### src/rtl/hazard3_operand_bypass.sv
// Operand bypass stage between the 1W/2R register file and execute.
// Steers regfile read addresses, aligns them with the registered read data,
// and resolves read-after-write hazards. Operands come from the execute
// result, the writeback port, a copy of the previous cycle's write, or the
// regfile. A load still in flight in execute holds this stage and stalls
// decode; the regfile is re-read every held cycle.
//
// Ports:
//   clk, rst_n            clock, asynchronous active-low reset
//   d_valid_i/d_ready_o   decode handshake (d_ready_o is combinational)
//   d_raddr1_i/2_i        decode rs1/rs2 addresses
//   rf_raddr1_o/2_o       regfile read addresses (combinational)
//   rf_rdata1_i/2_i       regfile read data, one cycle after the address
//   x_wen_i, x_waddr_i, x_wdata_i, x_wdata_valid_i   execute-stage producer
//   wb_wen_i, wb_waddr_i, wb_wdata_i                 regfile write port
//   op_valid_o/op_ready_i execute handshake (op_valid_o is combinational)
//   op_rs1_o/op_rs2_o     resolved operands (combinational)
module hazard3_operand_bypass #(
    parameter int unsigned W_DATA = 32,
    parameter int unsigned N_REGS = 16,
    parameter int unsigned W_ADDR = 5
) (
    input  logic              clk,
    input  logic              rst_n,

    input  logic              d_valid_i,
    output logic              d_ready_o,
    input  logic [W_ADDR-1:0] d_raddr1_i,
    input  logic [W_ADDR-1:0] d_raddr2_i,

    output logic [W_ADDR-1:0] rf_raddr1_o,
    output logic [W_ADDR-1:0] rf_raddr2_o,
    input  logic [W_DATA-1:0] rf_rdata1_i,
    input  logic [W_DATA-1:0] rf_rdata2_i,

    input  logic              x_wen_i,
    input  logic [W_ADDR-1:0] x_waddr_i,
    input  logic [W_DATA-1:0] x_wdata_i,
    input  logic              x_wdata_valid_i,

    input  logic              wb_wen_i,
    input  logic [W_ADDR-1:0] wb_waddr_i,
    input  logic [W_DATA-1:0] wb_wdata_i,

    output logic              op_valid_o,
    input  logic              op_ready_i,
    output logic [W_DATA-1:0] op_rs1_o,
    output logic [W_DATA-1:0] op_rs2_o
);

    // Register count must be addressable with W_ADDR bits.
    if (N_REGS > (32'd1 << W_ADDR)) begin : g_cfg_check
        $error("hazard3_operand_bypass: N_REGS does not fit in W_ADDR bits");
    end

    logic              occ_q, occ_d;
    logic [W_ADDR-1:0] hold_raddr1_q, hold_raddr1_d;
    logic [W_ADDR-1:0] hold_raddr2_q, hold_raddr2_d;
    logic              pw_valid_q, pw_valid_d;
    logic [W_ADDR-1:0] pw_addr_q, pw_addr_d;
    logic [W_DATA-1:0] pw_data_q, pw_data_d;

    logic              hazard_c;
    logic              advance_c;
    logic              accept_c;

    // Forwarding priority: x0, execute, writeback, previous write, regfile.
    function automatic logic [W_DATA-1:0] resolve(
        input logic [W_ADDR-1:0] addr,
        input logic [W_DATA-1:0] rf_data,
        input logic              x_wen,
        input logic [W_ADDR-1:0] x_waddr,
        input logic [W_DATA-1:0] x_wdata,
        input logic              wb_wen,
        input logic [W_ADDR-1:0] wb_waddr,
        input logic [W_DATA-1:0] wb_wdata,
        input logic              pw_valid,
        input logic [W_ADDR-1:0] pw_addr,
        input logic [W_DATA-1:0] pw_data
    );
        logic [W_DATA-1:0] res;
        if (addr == '0) begin
            res = '0;
        end else if (x_wen && (x_waddr == addr)) begin
            res = x_wdata;
        end else if (wb_wen && (wb_waddr == addr)) begin
            res = wb_wdata;
        end else if (pw_valid && (pw_addr == addr)) begin
            res = pw_data;
        end else begin
            res = rf_data;
        end
        return res;
    endfunction

    // Load-use hazard: a not-yet-final execute result feeds a held operand.
    always_comb begin
        hazard_c = 1'b0;
        if (occ_q && x_wen_i && (x_waddr_i != '0) && !x_wdata_valid_i &&
            ((x_waddr_i == hold_raddr1_q) || (x_waddr_i == hold_raddr2_q))) begin
            hazard_c = 1'b1;
        end
    end

    assign op_valid_o = occ_q && !hazard_c;
    assign advance_c  = op_valid_o && op_ready_i;
    assign d_ready_o  = !occ_q || advance_c;
    assign accept_c   = d_valid_i && d_ready_o;

    // Re-read the held addresses while stalled so read data tracks the regfile.
    assign rf_raddr1_o = d_ready_o ? d_raddr1_i : hold_raddr1_q;
    assign rf_raddr2_o = d_ready_o ? d_raddr2_i : hold_raddr2_q;

    assign op_rs1_o = resolve(hold_raddr1_q, rf_rdata1_i,
                              x_wen_i, x_waddr_i, x_wdata_i,
                              wb_wen_i, wb_waddr_i, wb_wdata_i,
                              pw_valid_q, pw_addr_q, pw_data_q);
    assign op_rs2_o = resolve(hold_raddr2_q, rf_rdata2_i,
                              x_wen_i, x_waddr_i, x_wdata_i,
                              wb_wen_i, wb_waddr_i, wb_wdata_i,
                              pw_valid_q, pw_addr_q, pw_data_q);

    // Next-state: stage occupancy, held addresses, previous-write capture.
    always_comb begin
        occ_d         = occ_q;
        hold_raddr1_d = hold_raddr1_q;
        hold_raddr2_d = hold_raddr2_q;
        if (accept_c) begin
            occ_d         = 1'b1;
            hold_raddr1_d = d_raddr1_i;
            hold_raddr2_d = d_raddr2_i;
        end else if (advance_c) begin
            occ_d = 1'b0;
        end
        // A same-cycle regfile read returns the old value; keep the write.
        pw_valid_d = wb_wen_i && (wb_waddr_i != '0);
        pw_addr_d  = wb_waddr_i;
        pw_data_d  = wb_wdata_i;
    end

    // State registers.
    always_ff @(posedge clk or negedge rst_n) begin
        if (!rst_n) begin
            occ_q         <= 1'b0;
            hold_raddr1_q <= '0;
            hold_raddr2_q <= '0;
            pw_valid_q    <= 1'b0;
            pw_addr_q     <= '0;
            pw_data_q     <= '0;
        end else begin
            occ_q         <= occ_d;
            hold_raddr1_q <= hold_raddr1_d;
            hold_raddr2_q <= hold_raddr2_d;
            pw_valid_q    <= pw_valid_d;
            pw_addr_q     <= pw_addr_d;
            pw_data_q     <= pw_data_d;
        end
    end

endmodule

### config.mk
export PLATFORM = sky130hd
export DESIGN_NAME = hazard3_operand_bypass
export DESIGN_NICKNAME = d
export VERILOG_FILES = /design/src/rtl/hazard3_operand_bypass.sv
export SDC_FILE = /design/constraint.sdc
export NUM_CORES = 1
export LEC_CHECK = 0
export ABC_CLOCK_PERIOD_IN_PS = 3400
export CAP_MARGIN = 20
export CORE_MARGIN = 2
export CORE_UTILIZATION = 45
export DETAILED_ROUTE_END_ITERATION = 8
export DONT_BUFFER_PORTS = 1
export GPL_TIMING_DRIVEN = 0
export PLACE_DENSITY = 0.66
export REMOVE_ABC_BUFFERS = 1
export SLEW_MARGIN = 10
export SYNTH_ARGS = -nofsm -noshare
export SYNTH_HDL_FRONTEND = slang
export SYNTH_SLANG_ARGS = --single-unit
### constraint.sdc
create_clock -name clk -period 3.4 [get_ports clk]
set_input_delay 1.02 -clock clk [delete_from_list [all_inputs] [get_ports clk]]
set_output_delay 1.02 -clock clk [all_outputs]
set_load 0.01 [all_outputs]
# After elaboration in Yosys (flattened, before gate mapping)
# Cells that the tools add are included.
# W data, S select, Z words.
classes:
  n_mux: 13
  n_reduce_logical: 24
  eq_ne: 6
ops:
  columns: ["operator", "count"]
  rows:
  - ["$mux W32", 8]
  - ["$eq A5 B5 Y1", 6]
  - ["$logic_and A1 B1 Y1", 14]
  - ["$logic_not A5 Y1", 2]
  - ["$mux W5", 2]
  - ["$reduce_bool A5 Y1", 2]
  - ["$logic_not A1 Y1", 3]
  - ["$mux W1", 3]
  - ["$logic_or A1 B1 Y1", 2]
  - ["$reduce_bool A2 Y1", 1]
totals:
  input_bits: 155
  elab_cells: 49
  ff_bits: 49

# Depth between registers and ports, before layout
logic_depth:
  ltp_word: 11
  ltp_mapped: 9
  mapped_depth_nobuf: 6

# Least setup slack after synthesis
# No wires, ideal clock.
synth_path:
  kind: "input-to-output"
  from: "input port x_waddr_i[4]"
  to: "output port rf_raddr1_o[0]"
  t_arrival_ns: 2.374
  setup_slack_ns: 0.006
  path_stages: 7
  path_cell_list: "xnor2_1 > nand3_1 > nor3_1 > a31oi_1 > o22ai_2 > buf_4 > mux2_1"
synth_via:
  elab_chain_cells: 10
  elab_cells_between_ends: 13
synth_lines:
  columns: ["element", "line", "rtl"]
  rows:
  - ["start, declared", "37", "input logic [W_ADDR-1:0] x_waddr_i,"]
  - ["$reduce_bool A5 Y1", "99", "if (occ_q && x_wen_i && (x_waddr_i != '0) && !x_wdata_valid_i &&"]
  - ["$logic_and A1 B1 Y1 (2 in series)", "99", null]
  - ["$logic_and A1 B1 Y1 *", "99", null]
  - ["$mux W1 *", "99", null]
  - ["$logic_not A1 Y1 *", "105", "assign op_valid_o = occ_q && !hazard_c;"]
  - ["$logic_and A1 B1 Y1 *", "105", null]
  - ["$logic_and A1 B1 Y1 *", "106", "assign advance_c = op_valid_o && op_ready_i;"]
  - ["$logic_or A1 B1 Y1 *", "107", "assign d_ready_o = !occ_q || advance_c;"]
  - ["$mux W5 *", "111", "assign rf_raddr1_o = d_ready_o ? d_raddr1_i : hold_raddr1_q;"]
  - ["end, declared", "31", "output logic [W_ADDR-1:0] rf_raddr1_o,"]
# Every way passes the cells marked *; elsewhere a longest branch is shown, timed or not.

# Worst setup path in the final report
layout_path:
  from: "input port wb_waddr_i[4]"
  to: "output port op_rs2_o[14]"
layout_via:
  elab_chain_cells: 5
layout_lines:
  columns: ["element", "line", "rtl"]
  rows:
  - ["start, declared", "42", "input logic [W_ADDR-1:0] wb_waddr_i,"]
  - ["$eq A5 B5 Y1", "86", "end else if (wb_wen && (wb_waddr == addr)) begin"]
  - ["$logic_and A1 B1 Y1", "86", null]
  - ["$mux W32", "86", null]
  - ["$mux W32", "84", "end else if (x_wen && (x_waddr == addr)) begin"]
  - ["$mux W32", "82", "if (addr == '0) begin"]
  - ["end, declared", "48", "output logic [W_DATA-1:0] op_rs2_o"]
# Every way passes these cells.

==> impl_metrics.env <==
export IMPL_die_y_um=96.8
export IMPL_finalSetupViolations=42
export IMPL_synthCells=472
export IMPL_yosysUniqueCellTypes=34
export IMPL_clockBufferDepth=2
export IMPL_worstSetupStartpointType="primary input"
export IMPL_grt_use_total=0.307
export IMPL_grt_overflow_total=0
export IMPL_wirelength_um=16000
export IMPL_cts_tree="yes"
export IMPL_cpLargestDelayFamily="simple AND/OR/NAND/NOR gates"
export IMPL_wire_per_inst_um=27.2
export IMPL_synth_edf_count=0
export IMPL_path_max_fanout=5
export IMPL_synthFlopType="dfrtp_1"
export IMPL_stdcell_count=587
export IMPL_crit_required_ps=2380
export IMPL_r2r_cells=5
export IMPL_use_met3=0.0903
export IMPL_grt_busiest_layer="met2"
export IMPL_drive_gt1_frac=0.313
export IMPL_synth_yosys_seq_area_share=0.316
export IMPL_clk_pin_slew_ps=90
export IMPL_yosysMostFrequentCell="nand2_1"
export IMPL_path_cells="xor2_1, nor4_1, nand3_1, nor3b_4, buf_6, buf_6, a22oi_1, o21ai_2"
export IMPL_dp_cells=538
export IMPL_cts_root_buf="clkbuf_8"
export IMPL_gp_congestion=0.911
export IMPL_synth_top_area_frac=0.316
export IMPL_fmax_mhz=277
export IMPL_start_util=0.467
export IMPL_pwr_share_seq=0.389
export IMPL_p_int_w=0.00112
export IMPL_port_buffer_count=0
export IMPL_grt_setup_unrepaired="yes"
export IMPL_final_antenna_net_count=0
export IMPL_n_fill_cell=693
export IMPL_fp_row_count=33
export IMPL_vdd_drop_max_v=0.000220
export IMPL_synth_area_um2=3880
export IMPL_clk_latency_ps=310
export IMPL_fin_nets=636
export IMPL_cpPeakStageDelay_ps=390
export IMPL_core_area_um2=8300
export IMPL_fin_util=0.616
export IMPL_grt_max_degree=50
export IMPL_power_leakage_nw=1.94
export IMPL_dpl_instance_area_um2=3960
export IMPL_drtPass1Iterations=5
export IMPL_drtIter0Drc=329
export IMPL_finalHoldViolCount=0
export IMPL_fin_crit_ps=3610
export IMPL_htree_levels=2
export IMPL_arrival_ps=2590
export IMPL_cts_sinks=49
export IMPL_numCtsBuffers=5
export IMPL_crit_buf_inv=2
export IMPL_die_width_um=96.8
export IMPL_antenna_found_initial=0
export IMPL_power_frac_clock=0.190
export IMPL_max_slew_margin_rel=0.436
export IMPL_synth_largest_area_cell="dfrtp_1"
export IMPL_fin_crit_sh=1.06
export IMPL_power_density_nw_per_um2=359
export IMPL_tns_ps=-5510
export IMPL_area_growth_pct=31.7
export IMPL_use_met2=0.520
export IMPL_holdCritPathClass="in2async"
export IMPL_route_detailed_drc=0
export IMPL_gr_usage_met1=0.371
export IMPL_dp_hpwl_um=9230
export IMPL_slowest_stage="nor3b_4"
export IMPL_yosys_warnings=0
export IMPL_pwr_share_comb=0.421
export IMPL_slew_violations=0
export IMPL_hold_buffers=0
export IMPL_swShare=0.389
export IMPL_ioPinCount=231
export IMPL_synth_seq_cells=49
export IMPL_design_area_um2=5110
export IMPL_violations="setup timing"
export IMPL_p_switching_w=0.000713
export IMPL_grt_pass1_vias=4057
export IMPL_synth_area_leaders="dfrtp_1, mux2i_1, nand2_1, a22o_1, a22oi_1"
export IMPL_worstSetupEndpointType="output port"
export IMPL_grt_pass1_wl_um=23100
export IMPL_num_vias=4156
export IMPL_synth_common_cells="nand2_1, dfrtp_1, nor2_1"
export IMPL_status="finished with violations"
export IMPL_worst_pin_slew_ps=846
export IMPL_timing_worst_setup_path_type="in2out"
export IMPL_cp_depth=8
export IMPL_syn_avg_cell_area_um2=8.22
export IMPL_synth_async_sr_flop_share=1.00
export IMPL_dieArea_um2=9380
export IMPL_drv_cap=0
export IMPL_setup_ws_ps=-207
export IMPL_diodes=0
export IMPL_cpMostUsedCell="buf_6"
export IMPL_skew_ps=5.90
export IMPL_viasPerCell=7.08
[power by group through the flow]
| stage | combinational [W] | sequential, W | clock (W) |
|---|---|---|---|
| 4_1_cts | 0.000644 | 0.000704 | 0.000355 |
| 6_report | 0.000771 | 0.000713 | 0.000349 |
| 5_1_grt | 0.000821 | 0.000722 | 0.000381 |
| 2_1_floorplan | 0.000428 | 0.000688 | 0 |
| 3_5_place_dp | 0.000534 | 0.000714 | 0 |
| 3_3_place_gp | 0.000505 | 0.000712 | 0 |
[worst paths after layout]
path / endpoint / slack [ps] / startpoint
max: op_rs2_o[14] / -210 / wb_waddr_i[4]
min: pw_data_q[19] / 390 / rst_n
max reg2reg: hold_raddr1_q[4] / 1170 / hold_raddr2_q[3]
min reg2reg: hold_raddr1_q[1] / 640 / hold_raddr1_q[1]
max in group asynchronous: hold_raddr1_q[1] / 2900 / rst_n
min in group clk: hold_raddr1_q[1] / 640 / hold_raddr1_q[1]
[worst reg2reg max path: stages (launching register included)]
cell and delay (ps):
dfrtp_1 570, nor2b_1 270, a2111oi_4 70, a31oi_1 480
o22ai_2 310, a221o_1 420
[kinds of logic after synthesis]
logic type             Yosys count  share of synthesized area
buffers and inverters           58                     0.0677
multiplexers                    42                      0.112
AND/OR/NAND/NOR                140                      0.152
XOR/XNOR                        26                     0.0587
flip-flops                      49                      0.316
AO/OA/AOI/OAI                  157                      0.294
[layout by cell type (no fill, tap or decap), types with 5 or more instances in the layout]
| cell type | n |
|---|---|
| buf_6 | 6 |
| nor2_4 | 5 |
| xnor2_1 | 6 |
| dfrtp_1 | 44 |
| a22oi_1 | 11 |
| nand2_1 | 75 |
| o21ai_2 | 24 |
| dfrtp_2 | 5 |
| o22ai_1 | 10 |
| a22oi_2 | 21 |
| o21ai_1 | 5 |
| inv_1 | 11 |
| clkbuf_8 | 5 |
| buf_4 | 16 |
| a221o_1 | 10 |
| mux2i_1 | 32 |
| a22o_4 | 14 |
| xor2_1 | 18 |
| mux2_1 | 10 |
| a22o_1 | 18 |
| buf_12 | 12 |
| nor2_1 | 32 |
| nand3_4 | 6 |
| a31oi_1 | 31 |
[final cells by class]
type / count / area [µm²] / share of cell area
inverters: 12 / 45.0 / 0.00881
repair buffers: 39 / 536 / 0.105
clock inverters: 2 / 10.0 / 0.00196
clock buffers: 6 / 72.6 / 0.0142
multi-input cells: 374 / 3080 / 0.603
well taps: 105 / 131 / 0.0257
flip-flops and latches: 49 / 1230 / 0.241
[timing repair]
action | 4_1_cts | 5_1_grt
cloned | 6 | 6
pin swaps | 16 | 17
resized for setup | 40 | 86
endpoints found under the setup margin | 75 | 74
buffers inserted | 19 | 10
[per-layer routing]
| layer | share of wire | wire [µm] |
|---|---|---|
| met1 | 0.38 | 6020 |
| met2 | 0.50 | 8000 |
| met3 | 0.10 | 1640 |
| met4 | 0.020 | 317 |
| met5 | 0 | 0 |
[flip-flops by register name, summed over array words and instances, names as in the netlist]
name / flops
pw_addr_q: 5
pw_valid_q: 1
occ_q: 1
hold_raddr1_q: 5
pw_data_q: 32
hold_raddr2_q: 5
[through the flow]
step | power, W | worst slack (ps) | hold slack [ps]
2_1_floorplan | 0.00112 | -855 | 594
3_3_place_gp | 0.00122 | -1710 | 700
3_5_place_dp | 0.00125 | -769 | 697
4_1_cts | 0.00170 | -104 | 387
5_1_grt | 0.00192 | -279 | 369
6_report | 0.00183 | -207 | 395
(Power assumes the default switching activity.)
